File: src/rtl/risc_toy_pkg.sv
// Shared RISC_TOY definitions: address widths, reset vector default,
// the NOP encoding and the FD pipeline-register record.
package risc_toy_pkg;

  localparam int PC_W    = 32;
  localparam int IADDR_W = 30;

  localparam logic [PC_W-1:0] RESET_PC_DEF = 32'h0000_0000;
  localparam logic [31:0]     NOP_INSTR    = 32'h0000_0000;

  // Instruction bundle carried between pipeline stages.
  typedef struct packed {
    logic [31:0]     instr;
    logic [PC_W-1:0] pcadd4;
    logic            valid;
  } fd_bundle_t;

endpackage

File: src/rtl/risc_toy_fetch_if.sv
// Instruction-memory bus: word address and request out of fetch,
// instruction data back one cycle later.
interface risc_toy_fetch_if;
  import risc_toy_pkg::*;

  logic [IADDR_W-1:0] IADDR;
  logic               IREQ;
  logic [31:0]        INSTR;

  modport master (output IADDR, output IREQ, input INSTR);
  modport slave  (input IADDR, input IREQ, output INSTR);

endinterface

File: src/rtl/fetch_skid_buf.sv
// One-entry skid buffer holding a fetched instruction and its PC+4
// while the FD register is stalled.
module fetch_skid_buf
  import risc_toy_pkg::*;
(
  input  logic            clk,
  input  logic            rst,
  input  logic            clear,
  input  logic            load,
  input  logic            drain,
  input  logic [31:0]     instr,
  input  logic [PC_W-1:0] pcadd4,
  output fd_bundle_t      q
);

  // Occupancy flag: reset/clear empties, load fills, drain empties.
  always_ff @(posedge clk) begin
    if (rst || clear) begin
      q.valid <= 1'b0;
    end else if (load) begin
      q.valid <= 1'b1;
    end else if (drain) begin
      q.valid <= 1'b0;
    end
  end

  // Payload is only meaningful while valid, so it is captured without reset.
  always_ff @(posedge clk) begin
    if (load) begin
      q.instr  <= instr;
      q.pcadd4 <= pcadd4;
    end
  end

endmodule

File: src/rtl/risc_toy_fetch.sv
// RISC_TOY instruction-fetch stage with FD pipeline register.
// Issues one word fetch per cycle to a 1-cycle-latency memory, absorbs the
// in-flight response into a skid buffer on stall, and flushes on redirect.
// Optional build macro FETCH_PERF_EN adds fetch/flush performance counters.
module risc_toy_fetch
  import risc_toy_pkg::*;
#(
  parameter logic [PC_W-1:0] RESET_PC = RESET_PC_DEF
) (
  input  logic                CLK,
  input  logic                RST,
  input  logic                STALL,
  input  logic                REDIR,
  input  logic [PC_W-1:0]     REDIR_TGT,
  risc_toy_fetch_if.master    imem,
  output logic [31:0]         INSTR_D,
  output logic [PC_W-1:0]     PCADD4_D,
  output logic                VALID_D,
  output logic [31:0]         FETCH_CNT,
  output logic [31:0]         FLUSH_CNT
);

  logic [PC_W-1:0] pc_q;
  logic            infl_q;
  logic [PC_W-1:0] infl_pc_q;
  logic [PC_W-1:0] infl_pc4;
  logic            issue;
  logic [PC_W-1:0] issue_addr;
  logic            skid_load;
  logic            skid_drain;
  logic            fd_load_valid;
  logic            unused_tgt_lsb;
  fd_bundle_t      skid_q;
  fd_bundle_t      fd_q;

  assign unused_tgt_lsb = ^REDIR_TGT[1:0];
  assign infl_pc4       = infl_pc_q + 32'd4;

  // Issue selection: redirect beats stall, stall suppresses the request.
  always_comb begin
    issue      = REDIR || !STALL;
    issue_addr = REDIR ? {REDIR_TGT[PC_W-1:2], 2'b00} : pc_q;
  end

  assign imem.IADDR = issue_addr[PC_W-1:2];
  assign imem.IREQ  = issue && !RST;

  // PC and in-flight tracking; a fetch issued this cycle returns next cycle.
  always_ff @(posedge CLK) begin
    if (RST) begin
      pc_q   <= RESET_PC;
      infl_q <= 1'b0;
    end else if (issue) begin
      pc_q      <= issue_addr + 32'd4;
      infl_q    <= 1'b1;
      infl_pc_q <= issue_addr;
    end else begin
      infl_q <= 1'b0;
    end
  end

  // The skid fills only on a stall with a response arriving, drains on the
  // first free cycle, and is discarded by a redirect.
  assign skid_load  = !REDIR && STALL && infl_q;
  assign skid_drain = !REDIR && !STALL && skid_q.valid;

  fetch_skid_buf u_skid (
    .clk    (CLK),
    .rst    (RST),
    .clear  (REDIR),
    .load   (skid_load),
    .drain  (skid_drain),
    .instr  (imem.INSTR),
    .pcadd4 (infl_pc4),
    .q      (skid_q)
  );

  // FD register: bubble on reset/redirect, hold on stall, else prefer the
  // older skid entry over the live memory response.
  always_ff @(posedge CLK) begin
    if (RST || REDIR) begin
      fd_q.valid <= 1'b0;
      fd_q.instr <= NOP_INSTR;
      if (RST) begin
        fd_q.pcadd4 <= '0;
      end
    end else if (!STALL) begin
      if (skid_q.valid) begin
        fd_q <= skid_q;
      end else if (infl_q) begin
        fd_q.instr  <= imem.INSTR;
        fd_q.pcadd4 <= infl_pc4;
        fd_q.valid  <= 1'b1;
      end else begin
        fd_q.valid <= 1'b0;
        fd_q.instr <= NOP_INSTR;
      end
    end
  end

  assign INSTR_D  = fd_q.instr;
  assign PCADD4_D = fd_q.pcadd4;
  assign VALID_D  = fd_q.valid;

  assign fd_load_valid = !RST && !REDIR && !STALL && (skid_q.valid || infl_q);

`ifdef FETCH_PERF_EN
  logic [31:0] fetch_cnt_q;
  logic [31:0] flush_cnt_q;

  // Performance counters: valid FD loads and redirect cycles, wrapping.
  always_ff @(posedge CLK) begin
    if (RST) begin
      fetch_cnt_q <= '0;
      flush_cnt_q <= '0;
    end else begin
      if (fd_load_valid) begin
        fetch_cnt_q <= fetch_cnt_q + 32'd1;
      end
      if (REDIR) begin
        flush_cnt_q <= flush_cnt_q + 32'd1;
      end
    end
  end

  assign FETCH_CNT = fetch_cnt_q;
  assign FLUSH_CNT = flush_cnt_q;
`else
  logic unused_fd_load_valid;
  assign unused_fd_load_valid = fd_load_valid;
  assign FETCH_CNT = '0;
  assign FLUSH_CNT = '0;
`endif

endmodule
File: src/flat_wrapper.sv
// flat-port wrapper written by rule: the top's interface ports become plain ports
module risc_toy_fetch_flat import risc_toy_pkg::*;
#(
  parameter logic [PC_W-1:0] RESET_PC = RESET_PC_DEF
)
  (CLK, RST, STALL, REDIR, REDIR_TGT, INSTR_D, PCADD4_D, VALID_D, FETCH_CNT, FLUSH_CNT, imem_IADDR, imem_IREQ, imem_INSTR);
  risc_toy_fetch_if imem_i ();
  input  logic CLK;
  input  logic RST;
  input  logic STALL;
  input  logic REDIR;
  input  logic [PC_W-1:0] REDIR_TGT;
  output logic [31:0] INSTR_D;
  output logic [PC_W-1:0] PCADD4_D;
  output logic VALID_D;
  output logic [31:0] FETCH_CNT;
  output logic [31:0] FLUSH_CNT;
  output wire logic [$bits(imem_i.IADDR)-1:0] imem_IADDR;
  output wire logic [$bits(imem_i.IREQ)-1:0] imem_IREQ;
  input wire logic [$bits(imem_i.INSTR)-1:0] imem_INSTR;
  assign imem_IADDR = imem_i.IADDR;
  assign imem_IREQ = imem_i.IREQ;
  assign imem_i.INSTR = imem_INSTR;
  risc_toy_fetch #(.RESET_PC(RESET_PC)) u_core (.CLK(CLK), .RST(RST), .STALL(STALL), .REDIR(REDIR), .REDIR_TGT(REDIR_TGT), .imem(imem_i), .INSTR_D(INSTR_D), .PCADD4_D(PCADD4_D), .VALID_D(VALID_D), .FETCH_CNT(FETCH_CNT), .FLUSH_CNT(FLUSH_CNT));
endmodule
File: config.mk
export PLATFORM = sky130hd
export DESIGN_NAME = risc_toy_fetch_flat
export DESIGN_NICKNAME = d
export VERILOG_FILES = /design/src/rtl/risc_toy_pkg.sv /design/src/rtl/risc_toy_fetch_if.sv /design/src/rtl/fetch_skid_buf.sv /design/src/rtl/risc_toy_fetch.sv /design/src/flat_wrapper.sv
export SDC_FILE = /design/constraint.sdc
export NUM_CORES = 1
export LEC_CHECK = 0
export ABC_AREA = 1
export BUFFER_PORTS_ARGS = -buffer_cell sky130_fd_sc_hd__clkbuf_2
export CORE_MARGIN = 2
export CORE_UTILIZATION = 45
export CTS_BUF_LIST = sky130_fd_sc_hd__clkbuf_4 sky130_fd_sc_hd__clkbuf_8 sky130_fd_sc_hd__clkbuf_16
export CTS_CLUSTER_DIAMETER = 100
export DETAILED_ROUTE_END_ITERATION = 8
export GPL_TIMING_DRIVEN = 0
export PLACE_DENSITY = 0.79
export SLEW_MARGIN = 10
export SYNTH_ARGS = -nofsm -noshare
export SYNTH_HDL_FRONTEND = slang
export SYNTH_SLANG_ARGS = --single-unit
File: constraint.sdc
create_clock -name CLK -period 6.5 [get_ports CLK]
set_clock_uncertainty 0.05 [all_clocks]
set_input_delay 0.325 -clock CLK [delete_from_list [all_inputs] [get_ports CLK]]
set_output_delay 0.325 -clock CLK [all_outputs]
set_load 0.01 [all_outputs]
==> results.ini, run 1 <==
[drt]
avgRoutedWirePerCell_um = 14.3
drt_first_pass_iters = 5
top_layer_used = met4
drt_iter0_markers = 671
ant_nets = 0
met3WireLength_mm = 1.04
drt-total-wl_mm = 24.5
wl_met1_mm = 10.5
via_count = 8137
drc = 0
wl_met2_mm = 12.1
via_per_inst = 4.77

[floorplan]
die_h_um = 152
ioPinCount = 228
coreArea_um2 = 21600
initial_core_util_pct = 45.5
dieArea_um2 = 23100
dieWidth_um = 152
rows = 54

[layout]
final_nets = 1482
fillers = 2004
fin_util_pct = 55.2
syn_to_final_growth_pct = 21.2
drive_gt1_share_pct = 23.9
layout_commonest_cell = nand2_1
mostFrequentLayoutCells = 289 x nand2_1, 160 x clkbuf_2, 128 x edfxtp_1

[critical_path]
cpPeakStageDelay_ns = 0.59
cp.arrival_ns = 2.56
critical_path_buf_inv_count = 2
cp.required_ns = 6.51
end_kind = flop
crit_chain = clkbuf_1 > buf_1 > o21ai_0 > nand2_2
worstSetupPathType = flop to flop
cp_top_family = buffers and inverters
critPathLaunchType = flop
critPathMaxFanout = 32
cpMaxStageDelayCell = nand2_2

[cts]
cts_setup_buffers = 0
cts_sinks = 195
cts_made_buffers = 17
clock_latency_ns = 0.44
htreeDepth = 4
clk_pin_slew_worst_paths_ns = 0.08
clockBufferDepth = 2
clockRootBuffer = clkbuf_16
cts_resized = 0
cts_tree = built
holdBufCountCts = 0

[synthesis]
synth.avg_cell_area_um2 = 8.43
ys_ff_latch = 195
yosys_warnings = 0
synth_flop_cell = edfxtp_1
ys_seq_area_share_pct = 52.7
postSynthCellCount = 1167
synth_top_area_share_pct = 39.1
yosys.area.top_type = edfxtp_1
yosysUniqueCellTypes = 35
synth_area_leaders = edfxtp_1 39%, dfxtp_1 14%, nand2_1 11%
synth_edf_count = 128
async_flop_share_pct = 0
synth_area_um2 = 9840

[grt]
grt_pass1_wl_mm = 39.6
grt_usage_pct = 21.3
grt_max_degree = 34
grt.overflow.total = 0
grt_antenna_before_repair = 1
first_global_vias = 7823

[timing]
maxSlewViolCount = 0
setup_viol = 0
min_period_ns = 2.54
fmax_mhz = 393
fin_setup_tns_ns = 0
relSlewSlack_pct = 50.1
hold_viol = 0
worstMarginPinSlew_ns = 0.745
period_share_pct = 39.2
rsz0062_at_grt = false

[power_and_ir_drop]
ir_worst_vdd_v = 0.000160
powerDensity_nw_per_um2 = 242
power.leakage_uw = 0.00569
finalPower_uw = 2890

[place]
place.gp.congestion = 0.921
portBuffers = 160
dp_hpwl_mm = 18.3

[status]
status = finished, final reports clean

[job]
maxCapViolations = 0

[worst_hold_path]
min_path_type = input port to flop

per-layer routing:
layer  GRT usage [%]  up-vias
met4            10.1        0
met3            3.31       57
met5               0        -
li1                -     4105
met1            26.9     3722
met2            36.0      253
logic make-up after synthesis:
group                    count (synthesis)  share of synthesized area, %
flip-flops                             195                          52.7
XOR/XNOR                                22                          1.96
buffers and inverters                  249                          13.5
AND/OR/NAND/NOR                        526                          22.6
other                                    1                        0.0381
adder cells (fa/ha/maj)                  2                         0.254
AO/OA/AOI/OAI                          172                          9.00
report_power, final:
part | internal, uW | switching, uW | total, uW
combinational | 148 | 240 | 388
sequential | 1390 | 31.5 | 1420
clock | 573 | 509 | 1080
total | 2110 | 780 | 2890
worst register-to-register path, stage by stage (launching register included):
cell	delay, ns
dfxtp_1	0.37
clkbuf_1	0.43
buf_1	0.47
o21ai_0	0.24
nand2_2	0.59
cell type report:
| type | count | area [um^2] | area share, % |
|---|---|---|---|
| Clock inverter | 14 | 159 | 1.33 |
| Clock buffer | 18 | 450 | 3.78 |
| Sequential cell | 195 | 5180 | 43.5 |
| Multi-Input combinational cell | 786 | 3580 | 30.0 |
| Buffer | 135 | 901 | 7.55 |
| Timing Repair Buffer | 163 | 868 | 7.28 |
| Tap cell | 280 | 350 | 2.94 |
| Inverter | 114 | 428 | 3.59 |
| Antenna cell | 1 | 2.50 | 0.0210 |
sequential cells by signal, summed over array words and instances (netlist names):
signal            flops
u_core.u_skid.q      65
u_core.INSTR_D       32
u_core.PCADD4_D      32
u_core.infl_pc_q     32
u_core.pc_q          32
u_core.VALID_D        1
u_core.infl_q         1
through the flow:
step | hold WS (ns) | instances | setup WS (ns) | area, um^2
floorplan | 0.347 | 1230 | 2.27 | 10100
global placement | 0.376 | 1670 | 0.579 | 11200
detailed placement | 0.380 | 1673 | 3.61 | 11300
CTS | 0.00356 | 1705 | 3.61 | 11900
global route | 0.00797 | 1706 | 3.78 | 11900
finish | 0.0196 | 1706 | 3.96 | 11900
cell usage after synthesis (all sizes together), types with 8 or more instances:
master  count
nand2     311
nor2      140
edfxtp    128
inv       113
buf       106
o21ai      82
a21oi      80
dfxtp      67
nand3      48
clkbuf     29
xor2       13
xnor2       9
nor3        8
final timing paths:
kind                                          from                  end  slack (ns)  cells after the start
worst max-delay path            u_core.u_skid.q[0]  u_core.PCADD4_D[21]        3.96                      4
worst min register to register      u_core.pc_q[1]       u_core.pc_q[1]        0.39                      2
worst min-delay path                imem_INSTR[12]  u_core.u_skid.q[45]        0.02                      1
worst max register to register  u_core.u_skid.q[0]  u_core.PCADD4_D[21]        3.96                      4
No activity file was read; power rests on OpenSTA's default activity.
==> inputs of run 2 (changes only) <==
==> constraint.sdc (replaced) <==
create_clock -name CLK -period 2.45 [get_ports CLK]
set_clock_uncertainty 0.05 [all_clocks]
set_input_delay 0.1225 -clock CLK [delete_from_list [all_inputs] [get_ports CLK]]
set_output_delay 0.1225 -clock CLK [all_outputs]
set_load 0.01 [all_outputs]
==> run 2 against run 1 <==
  * Maximum frequency rose by 15%
  * Core utilization rose by 1.3 points
  * Sequential cell count unchanged
  * Sequential power grew to 2.7 times the previous value
  * Register-to-register slack worse by 3.7 ns
  * Highest routed layer unchanged
==> results.ini, run 2 (same netlist as run 1, synthesis figures left out) <==
[status]
status = finished, final reports clean  ; unchanged

[worst_hold_path]
min_from = REDIR_TGT[4]  ; was imem_INSTR[12]
min_path_type = input port to flop  ; unchanged

[cts]
clockBufferDepth = 2  ; unchanged
cts_made_buffers = 17  ; unchanged
cts_sinks = 195  ; unchanged
clock_latency_ns = 0.44  ; about the same
cts_tree = built  ; unchanged
cts_setup_buffers = 0  ; unchanged
clockRootBuffer = clkbuf_16  ; unchanged
clk_pin_slew_worst_paths_ns = 0.07  ; was 0.08 ns
htreeDepth = 4  ; unchanged

[timing]
rsz0062_at_grt = false  ; unchanged
worstMarginPinSlew_ns = 0.897  ; was 0.745 ns
hold_viol = 0  ; unchanged
period_share_pct = 90.2  ; was 39.2%
setup_slack_ns = 0.241  ; was 3.96 ns
whs_ns = 0.0105  ; was 0.0196 ns
min_period_ns = 2.21  ; was 2.54 ns
fin_setup_tns_ns = 0  ; unchanged
relSlewSlack_pct = 40.1  ; was 50.1%
maxSlewViolCount = 0  ; unchanged
setup_viol = 0  ; unchanged
fmax_mhz = 453  ; was 393 MHz

[grt]
grt_pass1_wl_mm = 40.3  ; was 39.6 mm
gr-max-usage-layer = met2  ; unchanged
grt_max_degree = 36  ; was 34
grtUsageMet1_pct = 26.6  ; was 26.9%
grt_usage_pct = 21.6  ; was 21.3%
grt_antenna_before_repair = 0  ; was 1
grt_use_met2_pct = 36.3  ; was 36.0%
grt.overflow.total = 0  ; unchanged
met3_usage_pct = 3.42  ; was 3.31%
first_global_vias = 8130  ; was 7823

[layout]
largest_reg_flops = 65  ; unchanged
fin_cells = 1737  ; was 1706
diodes = 0  ; was 1
layout_commonest_cell = nand2_1  ; unchanged
mostFrequentLayoutCells = 289 x nand2_1, 161 x clkbuf_2, 128 x edfxtp_1  ; was 289 x nand2_1, 160 x clkbuf_2, 128 x edfxtp_1
drive_gt1_share_pct = 23.4  ; was 23.9%
final_nets = 1514  ; was 1482
syn_to_final_growth_pct = 24.0  ; was 21.2%
fillers = 1924  ; was 2004
largest_register = u_core.u_skid.q  ; unchanged

[job]
maxCapViolations = 0  ; unchanged

[critical_path]
startpoint = u_core.infl_pc_q[2]  ; was u_core.u_skid.q[0]
critPathMaxFanout = 5  ; was 32
cp.arrival_ns = 2.36  ; was 2.56 ns
reg2reg_from = u_core.infl_pc_q[2]  ; was u_core.u_skid.q[0]
cpPeakStageDelay_ns = 0.42  ; was 0.59 ns
crit_top_cell = nand2_1
cpMaxStageDelayCell = edfxtp_1  ; was nand2_2
cp-endpoint = u_core.PCADD4_D[20]  ; was u_core.PCADD4_D[21]
r2r_end = u_core.PCADD4_D[20]  ; was u_core.PCADD4_D[21]
worstSetupPathType = flop to flop  ; unchanged
rr_worst_depth = 10  ; was 4
cp.required_ns = 2.60  ; was 6.51 ns
critPathLaunchType = flop  ; unchanged
crit_chain = ha_1 > nand3_2 > nor2_1 > nand2_1 > nor2_4 > nand2_1 > o21ai_0 > nand3_1 > nand2_1 > inv_1  ; was clkbuf_1 > buf_1 > o21ai_0 > nand2_2
reg2reg_slack_ns = 0.24  ; was 3.96 ns
end_kind = flop  ; unchanged

[drt]
drc = 0  ; unchanged
via_count = 8401  ; was 8137
via_per_inst = 4.84  ; was 4.77
drt_iter0_markers = 585  ; was 671
ant_nets = 0  ; unchanged
drt-total-wl_mm = 25.1  ; was 24.5 mm
drt_first_pass_iters = 6  ; was 5
avgRoutedWirePerCell_um = 14.4  ; was 14.3 um

[place]
place.gp.congestion = 0.923  ; was 0.921
post-place-ws_ns = -0.526  ; was 3.61 ns
place_inst = 1672  ; was 1673
dp_hpwl_mm = 18.4  ; was 18.3 mm
portBuffers = 160  ; unchanged

[power_and_ir_drop]
power.leakage_uw = 0.00581  ; was 0.00569 uW
finalPower_uw = 7550  ; was 2890 uW
ir_worst_vdd_v = 0.000385  ; was 0.000160 V
powerDensity_nw_per_um2 = 618  ; was 242 nW/um^2

[floorplan]
coreArea_um2 = 21600  ; unchanged
rows = 54  ; unchanged
dieArea_um2 = 23100  ; unchanged
dieWidth_um = 152  ; unchanged
die_h_um = 152  ; unchanged
ioPinCount = 228  ; unchanged
initial_core_util_pct = 45.5  ; unchanged

run 2: changes by cell type in the layout (fill, tap and decap cells not counted), moves of 2 or more:
cell | previous run | this run
dlygate4sd3_1 | 0 | 33
clkbuf_4 | 0 | 2
clkinv_2 | 0 | 4
inv_8 | 6 | 0
run 2: power breakdown:
group	internal [uW]	switching, uW
Clock	1480	1230
Sequential	3690	85.3
Combinational	424	646
run 2: worst min-delay path by stage:
| stage | endpoint | slack [ns] | cells after the start |
|---|---|---|---|
| after floorplan | u_core.infl_q | 0.14 | 1 |
| after global placement | u_core.u_skid.q[40] | 0.27 | 1 |
| after detailed placement | u_core.u_skid.q[40] | 0.27 | 1 |
| after CTS | u_core.infl_pc_q[4] | 0.005 | 3 |
| after global routing | u_core.infl_pc_q[5] | 0.04 | 3 |
| final | u_core.infl_pc_q[4] | 0.01 | 3 |
run 2: stage by stage:
step           utilization (%)  cell area, um^2
6_report                  56.5            12200
5_1_grt                   56.5            12200
4_1_cts                   56.5            12200
3_5_place_dp              52.2            11300
3_3_place_gp              52.0            11200
2_1_floorplan                -            10100
run 2: repair_timing:
action / in CTS / in global routing
gates resized for setup: 2 / 2
setup endpoints to repair: 32 / 32
hold buffers: 33 / 0
pin swaps: 0 / 0
hold endpoints to repair: 67 / 0
run 2: metal layers:
| layer | share of wire [%] | vias up | wire [um] |
|---|---|---|---|
| met2 | 49 | 304 | 12300 |
| met4 | 4.9 | 0 | 1220 |
| li1 | - | 4174 | - |
| met1 | 42 | 3850 | 10400 |
| met3 | 4.6 | 73 | 1140 |
| met5 | 0 | - | 0 |
run 2: critical path, delay by kind of cell, from the launching register on:
family                   cells  cell delay (ns)
buffers and inverters        1             0.04
AO/OA/AOI/OAI                1             0.23
flip-flops                   1             0.42
AND/OR/NAND/NOR              7             1.01
adder cells (fa/ha/maj)      1             0.22
run 2: cell type report:
cell class	instances	area, um^2	area share, %
Timing Repair Buffer	195	1180	9.65
Multi-Input combinational cell	786	3590	29.4
Buffer	135	902	7.39
Tap cell	280	350	2.87
Inverter	114	428	3.51
Clock inverter	10	72.6	0.594
Sequential cell	195	5180	42.5
Clock buffer	22	504	4.13
==> inputs of run 3 (changes only) <==
--- a/config.mk
+++ b/config.mk
@@ -8,12 +8,12 @@
 export ABC_AREA = 1
 export BUFFER_PORTS_ARGS = -buffer_cell sky130_fd_sc_hd__clkbuf_2
 export CORE_MARGIN = 2
-export CORE_UTILIZATION = 45
+export CORE_UTILIZATION = 49
 export CTS_BUF_LIST = sky130_fd_sc_hd__clkbuf_4 sky130_fd_sc_hd__clkbuf_8 sky130_fd_sc_hd__clkbuf_16
 export CTS_CLUSTER_DIAMETER = 100
 export DETAILED_ROUTE_END_ITERATION = 8
 export GPL_TIMING_DRIVEN = 0
-export PLACE_DENSITY = 0.79
+export PLACE_DENSITY = 0.87
 export SLEW_MARGIN = 10
 export SYNTH_ARGS = -nofsm -noshare
 export SYNTH_HDL_FRONTEND = slang
==> constraint.sdc (replaced) <==
create_clock -name CLK -period 1.8 [get_ports CLK]
set_clock_uncertainty 0.05 [all_clocks]
set_input_delay 0.09 -clock CLK [delete_from_list [all_inputs] [get_ports CLK]]
set_output_delay 0.09 -clock CLK [all_outputs]
set_load 0.01 [all_outputs]
==> run 3 against run 2 <==
  * The flow now finishes with violations (negative setup slack)
  * Sequential cell count is the same
  * Hold slack lost 0.0045 ns
  * Maximum frequency grew 19%
  * Sequential share of layout area shrank 1.9 points
  * Non-clock buffer count grew 33
  * Wire length grew 6.4%
==> results.ini, run 3 (same netlist as run 1, synthesis figures left out) <==
[cts]
clockBufferDepth = 2  ; unchanged
cts_sinks = 195  ; unchanged
clk_pin_slew_worst_paths_ns = 0.07  ; about the same
cts_tree = built  ; unchanged
cts_made_buffers = 17  ; unchanged
clockRootBuffer = clkbuf_16  ; unchanged
clock_latency_ns = 0.44  ; about the same
htreeDepth = 4  ; unchanged

[critical_path]
cp.arrival_ns = 2.00  ; was 2.36 ns
rr_worst_depth = 10  ; unchanged
r2r_end = u_core.PCADD4_D[26]  ; was u_core.PCADD4_D[20]
reg2reg_slack_ns = -0.05  ; was 0.24 ns
critPathLaunchType = flop  ; unchanged
reg2reg_from = u_core.infl_pc_q[2]  ; unchanged
end_kind = flop  ; unchanged
critPathMaxFanout = 5  ; unchanged
cp.required_ns = 1.94  ; was 2.60 ns
worstSetupPathType = flop to flop  ; unchanged

[worst_hold_path]
min_from = REDIR_TGT[24]  ; was REDIR_TGT[4]
holdPathEnd = u_core.infl_pc_q[24]  ; was u_core.infl_pc_q[4]
whs_path_depth = 3  ; unchanged
min_path_type = input port to flop  ; unchanged

[layout]
drive_gt1_share_pct = 29.2  ; was 23.4%
largest_register = u_core.u_skid.q  ; unchanged
fillers = 1572  ; was 1924
syn_to_final_growth_pct = 30.0  ; was 24.0%
diodes = 0  ; unchanged
layout_commonest_cell = nand2_1  ; unchanged
largest_reg_flops = 65  ; unchanged
mostFrequentLayoutCells = 274 x nand2_1, 163 x clkbuf_2, 128 x edfxtp_1  ; was 289 x nand2_1, 161 x clkbuf_2, 128 x edfxtp_1
final_area_um2 = 12800  ; was 12200 um^2
final_nets = 1549  ; was 1514
fin_util_pct = 65.3  ; was 56.5%

[power_and_ir_drop]
p_switching_uw = 2840  ; was 1960 uW
power.leakage_uw = 0.00608  ; was 0.00581 uW
internal_power_uw = 7710  ; was 5590 uW
p_sw_share_pct = 26.9  ; was 25.9%
ir_worst_vdd_v = 0.000649  ; was 0.000385 V
clockPowerShare_pct = 36.0  ; was 35.8%
powerDensity_nw_per_um2 = 824  ; was 618 nW/um^2
seqPwrFrac_pct = 48.8  ; was 50.0%
comb_power_share_pct = 15.2  ; was 14.2%

[drt]
drc = 0  ; unchanged
ant_nets = 0  ; unchanged
drt-total-wl_mm = 26.7  ; was 25.1 mm
via_count = 8685  ; was 8401
drt_first_pass_iters = 5  ; was 6
drt_iter0_markers = 656  ; was 585
avgRoutedWirePerCell_um = 15.2  ; was 14.4 um
via_per_inst = 4.94  ; was 4.84

[timing]
rsz0062_at_grt = true  ; was false
relSlewSlack_pct = 43.1  ; was 40.1%
hold_viol = 0  ; unchanged
period_share_pct = 103  ; was 90.2%
fin_setup_tns_ns = -0.263  ; was 0 ns
fmax_mhz = 539  ; was 453 MHz
setup_viol = 9  ; was 0
min_period_ns = 1.85  ; was 2.21 ns
setup_slack_ns = -0.0545  ; was 0.241 ns
maxSlewViolCount = 0  ; unchanged
worstMarginPinSlew_ns = 0.852  ; was 0.897 ns

[job]
maxCapViolations = 0  ; unchanged

[grt]
first_global_vias = 7978  ; was 8130
grt.overflow.total = 0  ; unchanged
grt_max_degree = 32  ; was 36
grt_usage_pct = 23.9  ; was 21.6%
grt_antenna_before_repair = 0  ; unchanged
grt_pass1_wl_mm = 40.4  ; was 40.3 mm

[floorplan]
die_h_um = 146  ; was 152 um
dieWidth_um = 146  ; was 152 um
initial_core_util_pct = 50.2  ; was 45.5%
dieArea_um2 = 21200  ; was 23100 um^2
rows = 51  ; was 54
coreArea_um2 = 19600  ; was 21600 um^2
ioPinCount = 228  ; unchanged

[place]
placed_cell_area_um2 = 11300  ; about the same
place.gp.congestion = 0.964  ; was 0.923
portBuffers = 160  ; unchanged
dp_hpwl_mm = 18.2  ; was 18.4 mm

[status]
failed_checks = negative setup slack
status = finished with violations  ; was finished, final reports clean

run 3: stage by stage:
step	total power (uW)	std cells	setup WS [ns]	hold WS, ns
after floorplan	6140	1230	-0.220	0.112
after global placement	6570	1655	-0.884	0.234
after detailed placement	6610	1657	-0.537	0.234
after CTS	10500	1737	-0.0844	0.00137
after global routing	10900	1757	-0.174	0.0192
final	10500	1757	-0.0545	0.00602
run 3: per-layer routing:
layer | track usage [%] | share of wire, %
met1 | 30.3 | 41
met2 | 39.6 | 49
met3 | 3.13 | 5.1
met4 | 13.4 | 5.1
met5 | 0 | 0
run 3: how the worst max path moves through the flow:
stage                             start                   to  slack (ns)  cells past startpoint
floorplan                         REDIR  u_core.u_skid.q[10]       -0.22                      6
global placement                  REDIR   u_core.u_skid.q[9]       -0.88                      7
detailed placement   u_core.u_skid.q[0]   u_core.PCADD4_D[8]       -0.54                      4
CTS                 u_core.infl_pc_q[2]  u_core.PCADD4_D[16]       -0.08                     10
global route        u_core.infl_pc_q[2]  u_core.PCADD4_D[26]       -0.17                     10
finish              u_core.infl_pc_q[2]  u_core.PCADD4_D[26]       -0.05                     10
run 3: final cells by class:
cell class | count | area, um^2 | area share, %
Inverter | 114 | 428 | 3.34
Sequential cell | 195 | 5190 | 40.5
Tap cell | 265 | 332 | 2.59
Buffer | 134 | 921 | 7.20
Timing Repair Buffer | 229 | 1450 | 11.3
Clock buffer | 18 | 450 | 3.52
Multi-Input combinational cell | 788 | 3890 | 30.4
Clock inverter | 14 | 143 | 1.11
run 3: power by group through the flow:
stage / clock network [uW] / logic, uW / registers (uW)
floorplan: 0 / 896 / 5240
global placement: 0 / 1340 / 5230
detailed placement: 0 / 1380 / 5230
CTS: 3840 / 1480 / 5130
global route: 4020 / 1740 / 5160
finish: 3800 / 1600 / 5150
run 3: repair_timing:
| item | 4_1_cts | 5_1_grt |
|---|---|---|
| pin swaps | 8 | 16 |
| endpoints found under the setup margin | 62 | 53 |
| buffers inserted | 9 | 20 |
| cloned | 2 | 0 |
| hold buffers | 38 | 0 |
| endpoints found under the hold margin | 69 | 0 |
| gates resized for setup | 26 | 63 |
run 3: worst max-delay path, cell delays in order (launching register included):
cell      delay (ns)
edfxtp_1        0.43
ha_4            0.18
nand3_4         0.08
nor2_4          0.11
nand2_2         0.09
nor2_4          0.18
nand2_4         0.10
o21ai_2         0.15
nand3_1         0.10
nand2_1         0.11
inv_1           0.04
